===== src/rtl/output_writeback.sv =====
// output_writeback
//   Final stage of the convolution datapath. It collects results from the four
//   z lanes, buffers them per lane, and writes them into the 8-entry output RAM
//   (dom). A single write port is shared between the lanes round-robin.
//
//   Lane i owns RAM addresses i*ELEMS_PER_LANE .. i*ELEMS_PER_LANE+ELEMS_PER_LANE-1.
//   Results from one lane are written in the order they arrived.
//
//   done is raised once every lane has written its full quota.
//   overflow_error is sticky and is set when an incoming result is dropped.
//
//   Ports
//     clk, reset                    clock; synchronous active-high reset
//     start                         one-cycle pulse that begins or restarts a run
//     zN_element, zN_element_ready  lane N result and its one-cycle push strobe
//     dut__dom__address/data        output RAM write address and write data
//     dut__dom__enable/write        RAM enable and write strobe (always identical)
//     done                          every lane written; held until start or reset
//     overflow_error                sticky flag: a push was dropped
//
//   Build option
//     OUTPUT_RELU_EN  when defined, any value with its sign bit set is written as 0.
//                     Otherwise data passes through unmodified.
module output_writeback #(
    parameter int NUM_LANES      = 4,
    parameter int ELEMS_PER_LANE = 2,
    parameter int DATA_W         = 16,
    parameter int ADDR_W         = 3,
    parameter int FIFO_DEPTH     = 2
) (
    input  logic              clk,
    input  logic              reset,
    input  logic              start,
    input  logic [DATA_W-1:0] z0_element,
    input  logic [DATA_W-1:0] z1_element,
    input  logic [DATA_W-1:0] z2_element,
    input  logic [DATA_W-1:0] z3_element,
    input  logic              z0_element_ready,
    input  logic              z1_element_ready,
    input  logic              z2_element_ready,
    input  logic              z3_element_ready,
    output logic [ADDR_W-1:0] dut__dom__address,
    output logic [DATA_W-1:0] dut__dom__data,
    output logic              dut__dom__enable,
    output logic              dut__dom__write,
    output logic              done,
    output logic              overflow_error
);

    localparam int LANE_W = $clog2(NUM_LANES);
    localparam int CNT_W  = $clog2(ELEMS_PER_LANE + 1);
    localparam int PTR_W  = (FIFO_DEPTH > 1) ? $clog2(FIFO_DEPTH) : 1;
    localparam int OCC_W  = $clog2(FIFO_DEPTH + 1);

    generate
        if (NUM_LANES != 4) begin : g_bad_lanes
            $error("output_writeback: NUM_LANES must be 4");
        end
        if (NUM_LANES * ELEMS_PER_LANE > (1 << ADDR_W)) begin : g_bad_addr
            $error("output_writeback: lane quotas exceed the RAM address space");
        end
        if (FIFO_DEPTH < 2 || (FIFO_DEPTH & (FIFO_DEPTH - 1)) != 0) begin : g_bad_depth
            $error("output_writeback: FIFO_DEPTH must be a power of two, at least 2");
        end
    endgenerate

    typedef enum logic [1:0] {IDLE, COLLECT, DONE} state_t;

    state_t            state;
    logic [LANE_W-1:0] rr_ptr;
    logic [DATA_W-1:0] fifo_mem [NUM_LANES][FIFO_DEPTH];
    logic [PTR_W-1:0]  rd_ptr   [NUM_LANES];
    logic [PTR_W-1:0]  wr_ptr   [NUM_LANES];
    logic [OCC_W-1:0]  occ      [NUM_LANES];
    logic [CNT_W-1:0]  accepted [NUM_LANES];   // written + buffered
    logic [CNT_W-1:0]  written  [NUM_LANES];

    logic [DATA_W-1:0]    lane_data [NUM_LANES];
    logic [NUM_LANES-1:0] lane_ready;
    logic [NUM_LANES-1:0] push_req, quota_ok, eligible, pop, bypass;
    logic [NUM_LANES-1:0] fifo_push, fifo_pop, push_ok, drop;
    logic                 collecting, run_complete;
    logic [LANE_W-1:0]    cand;
    logic                 vld_p0;
    logic [LANE_W-1:0]    lane_p0;
    logic [DATA_W-1:0]    data_p0;

    assign lane_data[0] = z0_element;
    assign lane_data[1] = z1_element;
    assign lane_data[2] = z2_element;
    assign lane_data[3] = z3_element;
    assign lane_ready   = {z3_element_ready, z2_element_ready, z1_element_ready, z0_element_ready};

    // A start pulse overrides everything else in its cycle, including pushes.
    assign collecting = (state == COLLECT) && !start;

    // ReLU is applied on the way to the RAM, so the buffers hold raw lane values.
    function automatic logic [DATA_W-1:0] writeback_value(input logic signed [DATA_W-1:0] v);
`ifdef OUTPUT_RELU_EN
        return (v < 0) ? '0 : v;
`else
        return v;
`endif
    endfunction

    always_comb begin
        push_req = '0;
        quota_ok = '0;
        eligible = '0;
        for (int i = 0; i < NUM_LANES; i++) begin
            push_req[i] = collecting && lane_ready[i];
            quota_ok[i] = (accepted[i] != CNT_W'(ELEMS_PER_LANE));
            // An empty lane can still win arbitration with a push arriving this
            // cycle. That push bypasses the FIFO, which gives one-cycle latency.
            eligible[i] = collecting && ((occ[i] != '0) || (push_req[i] && quota_ok[i]));
        end

        // Round-robin arbiter: take the first eligible lane at or after rr_ptr.
        // NUM_LANES is a power of two, so the index addition wraps naturally.
        vld_p0  = 1'b0;
        lane_p0 = '0;
        cand    = '0;
        for (int k = 0; k < NUM_LANES; k++) begin
            cand = rr_ptr + LANE_W'(k);
            if (!vld_p0 && eligible[cand]) begin
                vld_p0  = 1'b1;
                lane_p0 = cand;
            end
        end

        pop       = '0;
        bypass    = '0;
        fifo_pop  = '0;
        push_ok   = '0;
        fifo_push = '0;
        drop      = '0;
        for (int i = 0; i < NUM_LANES; i++) begin
            pop[i]       = vld_p0 && (lane_p0 == LANE_W'(i));
            bypass[i]    = pop[i] && (occ[i] == '0);
            fifo_pop[i]  = pop[i] && (occ[i] != '0);
            // The pop happens first, so a full lane that is being popped can still accept a push.
            push_ok[i]   = push_req[i] && quota_ok[i] &&
                           ((occ[i] != OCC_W'(FIFO_DEPTH)) || pop[i]);
            fifo_push[i] = push_ok[i] && !bypass[i];
            drop[i]      = push_req[i] && !push_ok[i];
        end

        data_p0 = bypass[lane_p0] ? lane_data[lane_p0] : fifo_mem[lane_p0][rd_ptr[lane_p0]];

        run_complete = 1'b1;
        for (int i = 0; i < NUM_LANES; i++) begin
            if (written[i] != CNT_W'(ELEMS_PER_LANE) || occ[i] != '0) begin
                run_complete = 1'b0;
            end
        end
    end

    // Lane buffer storage holds data only, so it is not reset.
    always_ff @(posedge clk) begin
        for (int i = 0; i < NUM_LANES; i++) begin
            if (fifo_push[i]) begin
                fifo_mem[i][wr_ptr[i]] <= lane_data[i];
            end
        end
    end

    // p0 -> p1: arbitration result registered onto the RAM port
    always_ff @(posedge clk) begin
        if (reset) begin
            state             <= IDLE;
            rr_ptr            <= '0;
            dut__dom__address <= '0;
            dut__dom__data    <= '0;
            dut__dom__enable  <= 1'b0;
            dut__dom__write   <= 1'b0;
            done              <= 1'b0;
            overflow_error    <= 1'b0;
            for (int i = 0; i < NUM_LANES; i++) begin
                rd_ptr[i]   <= '0;
                wr_ptr[i]   <= '0;
                occ[i]      <= '0;
                accepted[i] <= '0;
                written[i]  <= '0;
            end
        end else if (start) begin
            state            <= COLLECT;
            rr_ptr           <= '0;
            dut__dom__enable <= 1'b0;
            dut__dom__write  <= 1'b0;
            done             <= 1'b0;
            overflow_error   <= 1'b0;
            for (int i = 0; i < NUM_LANES; i++) begin
                rd_ptr[i]   <= '0;
                wr_ptr[i]   <= '0;
                occ[i]      <= '0;
                accepted[i] <= '0;
                written[i]  <= '0;
            end
        end else begin
            dut__dom__enable <= vld_p0;
            dut__dom__write  <= vld_p0;
            if (vld_p0) begin
                dut__dom__address <= ADDR_W'(lane_p0) * ADDR_W'(ELEMS_PER_LANE)
                                     + ADDR_W'(written[lane_p0]);
                dut__dom__data    <= writeback_value(data_p0);
                written[lane_p0]  <= written[lane_p0] + CNT_W'(1);
                rr_ptr            <= lane_p0 + LANE_W'(1);
            end
            for (int i = 0; i < NUM_LANES; i++) begin
                if (fifo_push[i]) wr_ptr[i] <= wr_ptr[i] + PTR_W'(1);
                if (fifo_pop[i])  rd_ptr[i] <= rd_ptr[i] + PTR_W'(1);
                if (push_ok[i])   accepted[i] <= accepted[i] + CNT_W'(1);
                occ[i] <= occ[i] + OCC_W'(fifo_push[i]) - OCC_W'(fifo_pop[i]);
            end
            if (|drop) overflow_error <= 1'b1;
            if (state == COLLECT && run_complete) begin
                state <= DONE;
                done  <= 1'b1;
            end
        end
    end

endmodule


===== config.mk =====
export PLATFORM = sky130hd
export DESIGN_NAME = output_writeback
export DESIGN_NICKNAME = d
export VERILOG_FILES = /design/src/rtl/output_writeback.sv
export SDC_FILE = /design/constraint.sdc
export NUM_CORES = 1
export LEC_CHECK = 0
export ABC_AREA = 1
export BUFFER_PORTS_ARGS = -buffer_cell sky130_fd_sc_hd__buf_2
export CORE_MARGIN = 5
export CORE_UTILIZATION = 30
export DETAILED_ROUTE_END_ITERATION = 8
export PLACE_DENSITY_LB_ADDON = 0.25
export SLEW_MARGIN = 20
export SYNTH_ARGS = -nofsm -noshare
export SYNTH_HDL_FRONTEND = slang
export SYNTH_SLANG_ARGS = --single-unit

===== constraint.sdc =====
create_clock -name clk -period 7.6 [get_ports clk]
set_input_delay 1.52 -clock clk [delete_from_list [all_inputs] [get_ports clk]]
set_output_delay 1.52 -clock clk [all_outputs]
set_load 0.02 [all_outputs]

# == After elaboration in Yosys (flattened, before gate mapping) ==
# Memories as Yosys holds them, arrays and structs flattened.
# Index checks and enable logic that the tools add are counted.
# totals
regBits,25
ramBits,160
wordCells,338
mem_count,6
# op_classes
add_sub_neg,26
magnitude_cmp,15
eq_ne,16
mux,142
bitwise_logic,43
n_reduce_logical,83
# memory_table
memory,depth,width,read_ports,rd_ports_with_merged_regs,wr,line,rtl
fifo_mem,4,32,1,0,4,71,logic [DATA_W-1:0] fifo_mem [NUM_LANES][FIFO_DEPTH];
accepted,4,2,4,0,4,75,logic [CNT_W-1:0] accepted [NUM_LANES];
occ,4,2,4,0,4,74,logic [OCC_W-1:0] occ [NUM_LANES];
written,4,2,5,0,4,76,logic [CNT_W-1:0] written [NUM_LANES];
rd_ptr,4,1,5,0,4,72,logic [PTR_W-1:0] rd_ptr [NUM_LANES];
wr_ptr,4,1,4,0,4,73,logic [PTR_W-1:0] wr_ptr [NUM_LANES];
# op_table
operator,count
two-way mux 16 bit,10
two-way mux 32 bit,4
two-way mux 1 bit,92
demux 16 bit (select 1 bit),4
two-way mux 2 bit,26
logical AND 1 bit,45
bitwise OR 1 bit,36
binary-select mux 16 bit (select 2 bit),1
!= test 2 bit (second input constant),12
< comparator 2 x 3 -> 1 bit (second input constant),5
adder 2 x 1 -> 2 bit (second input constant),7
logical NOT 1 bit,12
logical OR 1 bit,12
binary-select mux 1 bit (select 2 bit),5
>= comparator 2 bit (second input constant),5
logical NOT 2 bit,5
inverter 1 -> 2 bit,5
nonzero test 2 bit,5
adder 1 bit (second input constant),8
adder 2 x 1 -> 2 bit,4
< comparator 2 x 1 -> 1 bit (second input constant),4
subtractor 2 x 1 -> 2 bit,4
adder 2 bit (second input constant),2
equality test 2 x 1 -> 1 bit (second input constant),2
8 further kinds,10

# == Longest topological paths before layout ==
# depth
ltp_word,28
depth_mapped,27
ltp_nobuf,26

# == Worst setup path before layout ==
# No wires, ideal clock.
# synth_path
path_kind,input -> register
startpoint,input port start
endpoint,"memory fifo_mem[3][0] (netlist name), enable pin"
setup_ns,0.389
arrival_time_ns,4.143
required_time_ns,7.211
slack_ns,3.069
stages,19
path_buffers,2
cell_sequence,nor2_4 nand2_1 nand3_1 nand2_1 nand2_1 nand2_1 nand2_1 nand2_1 nor2_1 nand2_2 nand2_4 buf_6 buf_2 ha_1 nand2_1 a31o_2 inv_1 nand2_1 nor2_1
# synth_lines
item,line,rtl
"start, declared",33,"input logic start,"
"end, declared",71,

# == Final worst setup path ==
# layout_path
startpoint,input port start
endpoint,register dut__dom__data[8]
# layout_between
elab_chain_len,24
# layout_rtl
item,line,rtl
logical NOT 1 bit,95,assign collecting = (state == COLLECT) && !start;
logical AND 1 bit,95,
logical AND 1 bit,111,push_req[i] = collecting && lane_ready[i];
logical AND 1 bit,115,eligible[i] = collecting && ((occ[i] != '0) || (push_req[i] && quota_ok[i]));
logical OR 1 bit,115,
logical AND 1 bit,115,
binary-select mux 1 bit (select 2 bit),125,if (!vld_p0 && eligible[cand]) begin
two-way mux 1 bit (implied by the code),125,
(+8 left out),n/a,
logical AND 1 bit,125,
two-way mux 2 bit,125,
"memory (4 x 1 bit), or another cell as far along",n/a,
inverter 1 -> 2 bit (implied by the code) or logical AND 1 bit (tied branches),"148, 138",
two-way mux 16 bit (implied by the code) or logical AND 1 bit (tied branches),"148, 139",
two-way mux 16 bit (implied by the code) or binary-select mux 1 bit (select 2 bit) (tied branches),148,data_p0 = bypass[lane_p0] ? lane_data[lane_p0] : fifo_mem[lane_p0][rd_ptr[lane_p0]];
two-way mux 16 bit (implied by the code) or two-way mux 1 bit (tied branches),148,
two-way mux 16 bit,148,
"end signal, assigned",205,dut__dom__data <= writeback_value(data_p0);
"end, declared",43,"output logic [DATA_W-1:0] dut__dom__data,"
# Parallel ways exist; a longest one is shown, timed or not. The select of a mux whose other input is x is not followed.
# A chain may end at the register's enable or synchronous reset.

==> results.ini <==
[outcome]
status=finished clean

[synth]
synthCells=1026
async_reset_ff_share_pct=0
synth.avg_cell_area_um2=8.94
synth_common_cells=nand2_1, nand3_1, edfxtp_1
synth_top_area_cell=edfxtp_1
yosys_warnings=0
synth_edf_count=154
yosys.area.top_type_share_pct=50.4
ys_seq_area_share_pct=57.2
synth-seq-cells=185
synth.distinct_cells=36
synth_area_um2=9170
yosysMostFrequentCell=nand2_1
synthFlopType=edfxtp_1
netlist_top_cells_area=edfxtp_1, nand3_1, nand2_1, dfxtp_1, inv_1

[setup_path]
crit_fanout=37
worstSetupPathType=in -> reg
start_kind=input pin
cp.required_ps=7970
cp-end-kind=register
critPathArrivalTime_ps=5210

[drt]
vias=7288
drtIter0Drc=742
wirelength_um=26600
dr.pass1.iters=5
vias_per_cell=4.82
drc_errors=0
ant_nets=0
post_drt_wl_per_cell_um=17.6

[clocking]
post_cts_buffers=0
clock_sinks=185
insertion_delay_ps=440
path_clk_slew_ps=70
h-tree-depth=4
cts_root_buffer=clkbuf_16
tritoncts=done
cts_buffers=17
postCtsHoldBufs=0
clockBufferDepth=2
cts_resized=0

[layout]
fill_cells=3102
multiInputGateArea_um2=3190
ff_latch_area_um2=5250
drive_gt1_share_pct=14.4
final_nets=1192
areaGrowthSynthToFinish_pct=15.5
antenna_cells=0
design_area_um2=10600

[grt]
antenna_found_initial=4
track_usage_pct=15.6
grt_pass1_wl_um=40700
grt_pass1_vias=6699
grt_max_degree=105
overflow=0

[placed_design]
portBuffers=93
dp_hpwl_um=18200
place_congestion=0.873
placed_cell_area_um2=9970
pre_cts_ws_ps=2320

[timing]
worst_slack_ps=2760
relSlewSlack_pct=42.3
tns_ps=0
setup_viol=0
fin_crit_ps=4840
finalHoldViolCount=0
drv_slew=0
min_period_over_period_pct=63.7
worstMarginPinSlew_ps=861
skew_ps=17.0
grt_setup_unrepaired=no
max_freq_mhz=207

[flow_run]
drv_cap=0

[floorplanning]
die-area_um2=34200
die_h_um=185
initial_utilization_pct=30.2
fp.dieW_um=185
rows=64
core_area_um2=30300
ios=94

[min_path]
hold_class=reg -> reg

registers in the layout, summed over array words and instances, names as in the netlist:
signal             cells
state                  2
occ                    8
dut__dom__address      3
dut__dom__write        1
rd_ptr                 4
accepted               8
dut__dom__data        16
rr_ptr                 2
overflow_error         1
written                8
wr_ptr                 4
fifo_mem             128
worst max-delay path: stages:
cell     delay, ps
buf_2          130
inv_2           80
nand4_1        140
nand3_1        130
nand3_2        140
nand2_2         60
nor2_2         160
nand3_2        520
nand2_2        300
nand2_4        120
inv_4          360
ha_1           260
nand2_2         90
nor2_1         160
nand2_1         70
nand3_1        130
nand2_2        370
nor2_1         210
nor2_1          60
a21oi_1        160
cell usage in the layout, fill, tap and decap left out, types with 2 or more instances in the layout:
master / synthesis / routed
a21oi_1: 26 / 26
a31o_2: 2 / 2
buf_2: 29 / 93
buf_4: 10 / 13
clkbuf_16: 0 / 17
clkinv_1: 3 / 3
clkinv_4: 0 / 3
clkinv_8: 0 / 4
conb_1: 1 / 6
dfxtp_1: 31 / 31
edfxtp_1: 154 / 154
ha_1: 17 / 17
inv_1: 117 / 117
inv_2: 2 / 2
inv_6: 0 / 2
inv_8: 0 / 3
nand2_1: 236 / 236
nand2_2: 6 / 6
nand2_4: 2 / 2
nand3_1: 228 / 228
nand3_2: 3 / 3
nand4_1: 7 / 7
nor2_1: 82 / 82
nor2_2: 2 / 2
nor2_4: 2 / 2
nor3_1: 6 / 6
o211ai_1: 2 / 2
o21ai_0: 27 / 27
o21ai_1: 2 / 2
or2_1: 2 / 2
xor2_1: 5 / 5
per-layer routing:
layer,global-route usage [%],wire (µm)
met2,22.4,11300
met1,23.9,13100
met4,4.17,450
met3,3.40,1660
met5,0,42
logic make-up (layout without fill, tap and decap cells):
family                     count (synthesis)  in the layout  synth area share [%]
other                                      1              6                0.0409
adders and majority gates                 17             17                  2.32
DFF                                      185            185                  57.2
xor gates and xnor gates                   6              6                 0.655
buffers and inverters                    176            262                  8.20
AOI/OAI and AO/OA                         61             61                  3.51
and+or+nand+nor                          580            580                  28.1
layout make-up:
cell class / instances / area share [%]
clock inverter: 15 / 1.85
tap: 396 / 4.68
sequential: 185 / 49.5
timing repair buffer: 107 / 5.42
inverter: 123 / 4.38
clock buffer: 17 / 4.02
multi-input combinational: 670 / 30.1
worst paths after layout:
| path | cells after the start | slack [ps] | start | endpoint |
|---|---|---|---|---|
| worst max-delay path | 20 | 2760 | start | dut__dom__data[8]$_SDFFE_PP0P_ |
| worst min-delay path | 2 | 470 | accepted[2][1]$_SDFFE_PP0P_ | accepted[2][1]$_SDFFE_PP0P_ |
| worst max register to register | 21 | 3420 | accepted[3][0]$_SDFFCE_PN0P_ | dut__dom__data[8]$_SDFFE_PP0P_ |
| worst min register to register | 2 | 470 | accepted[2][1]$_SDFFE_PP0P_ | accepted[2][1]$_SDFFE_PP0P_ |
stage by stage:
step	hold WS, ps	utilization [%]	cells
2_1_floorplan	439	-	1031
3_3_place_gp	454	32.8	1481
3_5_place_dp	459	32.8	1481
4_1_cts	475	34.9	1513
5_1_grt	502	34.9	1513
6_report	472	34.9	1513
Power is not shown: default switching activity piles up to over one toggle a cycle in this logic, so the estimate is an artifact.
